[config.mk]
export PLATFORM = sky130hd
export DESIGN_NAME = dcache_store_coalescer
export DESIGN_NICKNAME = d
export VERILOG_FILES = /design/src/rtl/dcache_store_coalescer.sv
export SDC_FILE = /design/constraint.sdc
export NUM_CORES = 1
export LEC_CHECK = 0
export ABC_AREA = 1
export BUFFER_PORTS_ARGS = -buffer_cell sky130_fd_sc_hd__buf_2
export CAP_MARGIN = 40
export CELL_PAD_IN_SITES_DETAIL_PLACEMENT = 1
export CELL_PAD_IN_SITES_GLOBAL_PLACEMENT = 1
export CORE_UTILIZATION = 47
export CTS_BUF_LIST = sky130_fd_sc_hd__clkbuf_16
export DETAILED_ROUTE_END_ITERATION = 12
export HOLD_SLACK_MARGIN = 0.15
export PLACE_DENSITY = 0.82
export SLEW_MARGIN = 30
export SYNTH_ARGS = -nofsm -noshare
export SYNTH_HDL_FRONTEND = slang
export SYNTH_SLANG_ARGS = --single-unit
[constraint.sdc]
create_clock -name clk_i -period 9.3 [get_ports clk_i]
set_input_delay 0 -clock clk_i [delete_from_list [all_inputs] [get_ports clk_i]]
set_output_delay 0 -clock clk_i [all_outputs]
set_load 0.1 [all_outputs]
[src/rtl/dcache_store_coalescer.sv]
// In-order store buffer in front of the L1 data cache store port, with flush drain.
// Define DCACHE_SC_COALESCE_EN to merge back-to-back stores to the same doubleword.
module dcache_store_coalescer #(
  parameter int DEPTH      = 4,
  parameter int ADDR_WIDTH = 56,
  parameter int DATA_WIDTH = 64
) (
  input  logic                    clk_i,
  input  logic                    rst_ni,
  input  logic                    st_valid_i,
  output logic                    st_ready_o,
  input  logic [ADDR_WIDTH-1:0]   st_addr_i,
  input  logic [DATA_WIDTH-1:0]   st_data_i,
  input  logic [DATA_WIDTH/8-1:0] st_be_i,
  output logic                    dc_req_o,
  input  logic                    dc_gnt_i,
  output logic [ADDR_WIDTH-1:0]   dc_addr_o,
  output logic [DATA_WIDTH-1:0]   dc_wdata_o,
  output logic [DATA_WIDTH/8-1:0] dc_be_o,
  input  logic                    flush_i,
  output logic                    flush_ack_o,
  output logic                    empty_o
);

  localparam int PTR_W = $clog2(DEPTH);
  localparam int CNT_W = PTR_W + 1;
  localparam int BE_W  = DATA_WIDTH / 8;
  localparam int TAG_W = ADDR_WIDTH - 3;

  localparam logic [PTR_W-1:0] PTR_ONE  = PTR_W'(1);
  localparam logic [CNT_W-1:0] CNT_ONE  = CNT_W'(1);
  localparam logic [CNT_W-1:0] CNT_FULL = CNT_W'(DEPTH);

  typedef enum logic [1:0] {
    FL_IDLE,
    FL_DRAIN,
    FL_DONE
  } flush_state_e;

  logic [TAG_W-1:0]      tag_q  [DEPTH];
  logic [DATA_WIDTH-1:0] data_q [DEPTH];
  logic [BE_W-1:0]       be_q   [DEPTH];

  logic [PTR_W-1:0] head_q, tail_q;
  logic [CNT_W-1:0] count_q;
  flush_state_e     fl_state_q, fl_state_d;

  logic [TAG_W-1:0] st_tag;
  logic [2:0]       unused_addr_lsb;
  logic             merge_hit;
  logic             push;
  logic             pop;

  assign st_tag          = st_addr_i[ADDR_WIDTH-1:3];
  assign unused_addr_lsb = st_addr_i[2:0];

`ifdef DCACHE_SC_COALESCE_EN
  logic [PTR_W-1:0] young_ptr;
  assign young_ptr = tail_q - PTR_ONE;
  // count >= 2 guarantees the youngest entry is not the head being offered.
  assign merge_hit = st_valid_i && !flush_i && (count_q >= CNT_W'(2)) &&
                     (tag_q[young_ptr] == st_tag);
`else
  assign merge_hit = 1'b0;
`endif

  // A full buffer does not count a same-cycle pop as a free slot.
  assign st_ready_o = !flush_i && (fl_state_q != FL_DRAIN) &&
                      ((count_q < CNT_FULL) || merge_hit);

  assign push = st_valid_i && st_ready_o && !merge_hit && (st_be_i != '0);
  assign pop  = dc_req_o && dc_gnt_i;

  assign dc_req_o   = (count_q != '0);
  assign empty_o    = (count_q == '0);
  assign dc_addr_o  = {tag_q[head_q], 3'b000};
  assign dc_wdata_o = data_q[head_q];
  assign dc_be_o    = be_q[head_q];

  // NOTE: sequential state uses non-blocking assignments so every register
  // samples the pre-edge values of its neighbours.
  always_ff @(posedge clk_i or negedge rst_ni) begin
    if (!rst_ni) begin
      head_q     <= '0;
      tail_q     <= '0;
      count_q    <= '0;
      fl_state_q <= FL_IDLE;
    end else begin
      fl_state_q <= fl_state_d;
      if (push) tail_q <= tail_q + PTR_ONE;
      if (pop)  head_q <= head_q + PTR_ONE;
      case ({push, pop})
        2'b10:   count_q <= count_q + CNT_ONE;
        2'b01:   count_q <= count_q - CNT_ONE;
        default: count_q <= count_q;
      endcase
    end
  end

  // NOTE: entry storage has no reset; count_q == 0 already marks every slot
  // invalid, so discarded entries are never observed.
  always_ff @(posedge clk_i) begin
    if (push) begin
      tag_q[tail_q]  <= st_tag;
      data_q[tail_q] <= st_data_i;
      be_q[tail_q]   <= st_be_i;
    end
`ifdef DCACHE_SC_COALESCE_EN
    if (merge_hit && st_ready_o) begin
      for (int b = 0; b < BE_W; b++) begin
        if (st_be_i[b]) begin
          data_q[young_ptr][b*8 +: 8] <= st_data_i[b*8 +: 8];
          be_q[young_ptr][b]          <= 1'b1;
        end
      end
    end
`endif
  end

  // NOTE: defaults first so no path through the case leaves an output
  // unassigned, which would infer a latch.
  always_comb begin
    fl_state_d  = fl_state_q;
    flush_ack_o = 1'b0;
    case (fl_state_q)
      FL_IDLE:  if (flush_i) fl_state_d = FL_DRAIN;
      FL_DRAIN: begin
        if (count_q == '0) begin
          flush_ack_o = 1'b1;
          fl_state_d  = FL_DONE;
        end
      end
      FL_DONE:  if (!flush_i) fl_state_d = FL_IDLE;
      default:  fl_state_d = FL_IDLE;
    endcase
  end

endmodule

# == Word-level counts from Yosys, hierarchy flattened ==
# Memories as Yosys holds them, arrays and structs flattened.
# Index checks and enable logic that the tools add are counted.
# classes
addsub,4
magnitude_cmp,1
n_eq_ne,8
mux,9
n_reduce_logical,12
# op_table
operator,count
nonzero test 8 bit,1
two-way mux 2 bit,3
"!= test 2 bit, second input constant",3
case mux 2 bit (3 select lines),1
case mux 3 bit (2 select lines),1
logical AND 1 bit,5
"adder 2 x 1 -> 2 bit, second input constant",2
"== test 2 x 1 -> 1 bit, second input constant",2
"== test 2 bit, second input constant",2
two-way mux 1 bit,4
"adder 3 x 1 -> 3 bit, second input constant",1
logical NOT 3 bit,1
"< comparator 3 bit, second input constant",1
AND reduction 3 bit,1
nonzero test 3 bit,1
"subtractor 3 x 1 -> 3 bit, second input constant",1
logical NOT 2 bit,1
"!= test 2 x 1 -> 1 bit, second input constant",1
nonzero test 2 bit,1
logical NOT 1 bit,1
# totals
ff_bits,9
ram_bits,500
inputBits,133
word_cells,41
mem_count,3
# mem_list
memory,depth,width,read_ports,rd_clocked_by_memory_dff,write_ports,line,rtl
data_q,4,64,1,0,1,41,logic [DATA_WIDTH-1:0] data_q [DEPTH];
tag_q,4,53,1,0,1,40,logic [TAG_W-1:0] tag_q [DEPTH];
be_q,4,8,1,0,1,42,logic [BE_W-1:0] be_q [DEPTH];

# == Logic depth before layout (Yosys ltp) ==
# logic_depth
depth_word,7
mapped_depth,12
ltp_nobuf,12

# == Worst setup path before layout ==
# Ideal clock, no wire load.
# synth_path
path_kind,register to register
start,register fl_state_q[0]
end,memory be_q[0][0] in the netlist's numbering (enable)
arrival_time_ps,6056
required_ps,8689
path_slack_ps,2632
path_stages_with_launch,6
n_path_buf,0
path_cell_list,dfrtp_1 nand2_1 nand2_1 nor2_1 nand2_1 nor2_1
# synth_between
elab_chain_cells,7
# synth_rtl
item,line,rtl
from (decl),46,"flush_state_e fl_state_q, fl_state_d;"
from (signal assigned),89,fl_state_q <= fl_state_d;
!= test 2 x 1 -> 1 bit,68,assign st_ready_o = !flush_i && (fl_state_q != FL_DRAIN) &&
logical AND 1 bit (2 in a row),68,
logical AND 1 bit (2 in a row),71,assign push = st_valid_i && st_ready_o && !merge_hit && (st_be_i != '0);
two-way mux 1 bit,103,if (push) begin
two-way mux 1 bit (not written as such),106,be_q[tail_q] <= st_be_i;
to (decl),42,
# Every way passes these cells.

# == Final worst setup path ==
# layout_path
start,register head_q[0]
end,output port dc_wdata_o[38]
# layout_between
elab_chain_cells,1
# layout_rtl
item,line,rtl
from (decl),44,"logic [PTR_W-1:0] head_q, tail_q;"
from (signal assigned),91,if (pop) head_q <= head_q + PTR_ONE;
memory read (4 x 64 bit),--,
to (decl),18,"output logic [DATA_WIDTH-1:0] dc_wdata_o,"
# Every way passes these cells.

==> out/metrics.yaml <==
synth:
  netlist_area_mm2: 0.0191
  yosys_register_bits: 509
  yosysWarningCount: 0
  synth_fa_ha_area_share_pct: 0.432
  yosysMostFrequentCell: "edfxtp_1"
  ys_dominant_reg_cell: "edfxtp_1"
  yosysTopAreaCellShare_pct: 78.5
  yosysSeqAreaShare_pct: 79.6
  syn_inst: 1293
  synthMuxAreaShare_pct: 0
  synth_edf_count: 500
  synth_common_cells: "500 x edfxtp_1, 262 x nor2_1, 193 x o21ai_0, 125 x o22ai_1, 61 x o21ai_1"
  synth_area_leaders: "edfxtp_1 78%, nor2_1 5.1%, o21ai_0 5.0%, o22ai_1 4.1%, o21ai_1 1.6%"
  synth_compound_area_share_pct: 10.8
  synthSimpleGateAreaFrac_pct: 5.60
  synthXorXnorAreaFrac_pct: 0.137
  yosys.area.top_type: "edfxtp_1"
  postSynth.asyncResetShare_pct: 1.77
  synth_cell_type_count: 24
  synth_top_family_by_area: "compound AO/OA/AOI/OAI gates"
  syn_area_per_cell_um2: 14.8
final_layout:
  syn2layout_area_growth_pct: 25.4
  utilization_pct: 60.1
  fill_cells: 3776
  seq_area_mm2: 0.0152
  multiInputGateArea_mm2: 0.00328
  num-nets-final: 1829
  drive_above_1_share_pct: 20.4
  final_cell_area_mm2: 0.0240
global_route:
  antenna_found_initial: 6
  grt_pass1_vias: 14100
  grt_max_degree: 127
  grt_pass1_wl_mm: 80.0
  gr-total-overflow: 0
  grt_use_total_pct: 25.5
setup_path:
  path_max_fanout: 98
  crit_type: "reg2out"
  slowest_delay_ns: 0.75
  end_kind: "output port"
  crit_chain: "inv_8 -> buf_4 -> buf_16 -> o21ai_0 -> o22ai_1 -> buf_2"
  cp_data_arrival_time_ns: 3.63
  startpoint_type: "flop"
  required_ns: 9.30
  crit_slowest_cell: "dfrtp_4"
place:
  io_buffers: 258
  hpwl_mm: 25.8
  placed_cell_area_mm2: 0.0208
  gp_congestion: 0.724
floorplanning:
  num_rows: 73
  io_pins: 265
  die_height_um: 204
  die-area_mm2: 0.0415
  initial_core_util_pct: 47.9
  die_x_um: 204
  coreArea_mm2: 0.0399
sta:
  setup_viol: 0
  fmax_mhz: 275
  fin_crit_ns: 3.63
  final_hold_viol_count: 0
  finalClockSkew_ns: 0.0177
  tns_ns: 0
  rsz0062_at_grt: "no"
  slew_viol_final: 0
  relSlewSlack_pct: 42.6
  worst_pin_slew_ns: 0.861
  fin_crit_sh_pct: 39.0
routing:
  vias: 12600
  drc_errors: 0
  vias_per_cell: 5.59
  postRouteAntennaNets: 0
  finalWirelength_mm: 52.9
  first_iter_violations: 853
  dr.pass1.iters: 4
  routedWlPerCell_um: 23.4
clocking:
  cts_tree: "built"
  cts-root-buf: "clkbuf_16"
  cts_buffers: 51
  postCtsSetupRepairBufs: 0
  cts-htree-levels: 2
  clk_latency_ns: 0.59
  clk_path_buf_depth: 3
  cts.reportedPaths.clkPinSlew_ns: 0.06
  clock-sinks: 509
  cts_resized: 0
job:
  maxCapViolations: 0
worst_hold_path:
  hold_class: "in2reg"
run_status:
  status: "completed"
what timing repair did:
action                                 in CTS  in global routing
setup endpoints to repair                   0                  0
hold buffers                              151                  0
endpoints found under the hold margin     518                  0
through the flow:
stage	setup WS [ns]	std cells	hold WS [ns]
5_1_grt	5.56	2259	0.163
4_1_cts	5.54	2252	0.150
3_3_place_gp	5.21	2004	-0.123
2_1_floorplan	2.63	1295	-0.296
6_report	5.67	2259	0.178
3_5_place_dp	5.90	2009	-0.118
layout make-up:
cell class,instances,area share (%)
flip-flops and latches,509,63.5
multi-input cells,676,13.7
repair buffers,427,12.8
clock buffers,51,5.32
well taps,525,2.74
clock inverters,41,1.41
inverters,25,0.453
diodes,5,0.0521
worst max-delay path: cells and delay by family (launching register included):
| family | cells | cell delay (ns) |
|---|---|---|
| buffers and inverters | 4 | 1.72 |
| DFF | 1 | 0.75 |
| AOI/OAI and AO/OA | 2 | 0.41 |
path summary, 6_finish.rpt:
path | start | to | slack, ns | cells after the start
hold / removal | st_addr_i[43] | tag_q[1][40] | 0.18 | 2
max in group asynchronous | rst_ni | head_q[0] | 8.46 | 3
hold reg to reg | count_q[0] | count_q[0] | 0.50 | 1
setup / recovery | head_q[0] | dc_wdata_o[38] | 5.67 | 6
min in group asynchronous | rst_ni | fl_state_q[0] | 0.47 | 3
setup reg to reg | count_q[2] | data_q[0][44] | 5.84 | 9
cell usage in the layout, fill, tap and decap left out:
cell,Yosys,layout
dfrtp_1,9,7
edfxtp_1,500,500
diode_2,0,5
o21ai_1,61,61
o22ai_1,125,125
clkbuf_16,0,51
o21ai_0,193,193
nor2_4,0,4
clkinv_4,0,1
nand2_1,18,18
xnor2_1,1,1
buf_6,21,1
bufinv_16,0,6
inv_1,23,36
inv_8,1,2
ha_1,5,5
clkinv_2,0,7
clkinvlp_4,0,1
dlygate4sd3_1,0,151
dfrtp_4,0,2
nor2_1,262,258
buf_4,4,8
buf_12,1,5
inv_6,0,2
nand3_1,4,4
buf_2,15,258
clkinv_1,0,11
xor2_1,2,2
buf_16,0,4
fa_1,1,1
a21oi_1,1,1
conb_1,1,3
sequential cells by signal, summed over array words and instances (netlist names):
signal / cells
tail_q: 2
be_q: 32
data_q: 256
tag_q: 212
head_q: 2
fl_state_q: 2
count_q: 3
cell families after synthesis:
logic type	Yosys count
adders and majority gates	6
xor gates and xnor gates	3
DFF	509
AOI/OAI and AO/OA	380
and+or+nand+nor	284
other	1
buffers and inverters	110
per-layer routing:
layer | GRT usage (%) | wire length (µm)
met2 | 46.3 | 28000
met3 | 4.55 | 2860
met5 | 0 | 11
met4 | 11.1 | 1670
met1 | 29.3 | 20400
Power is left out: the tool's default activity adds up to more than one toggle a clock period on the data nets, which glitch-free logic cannot reach.
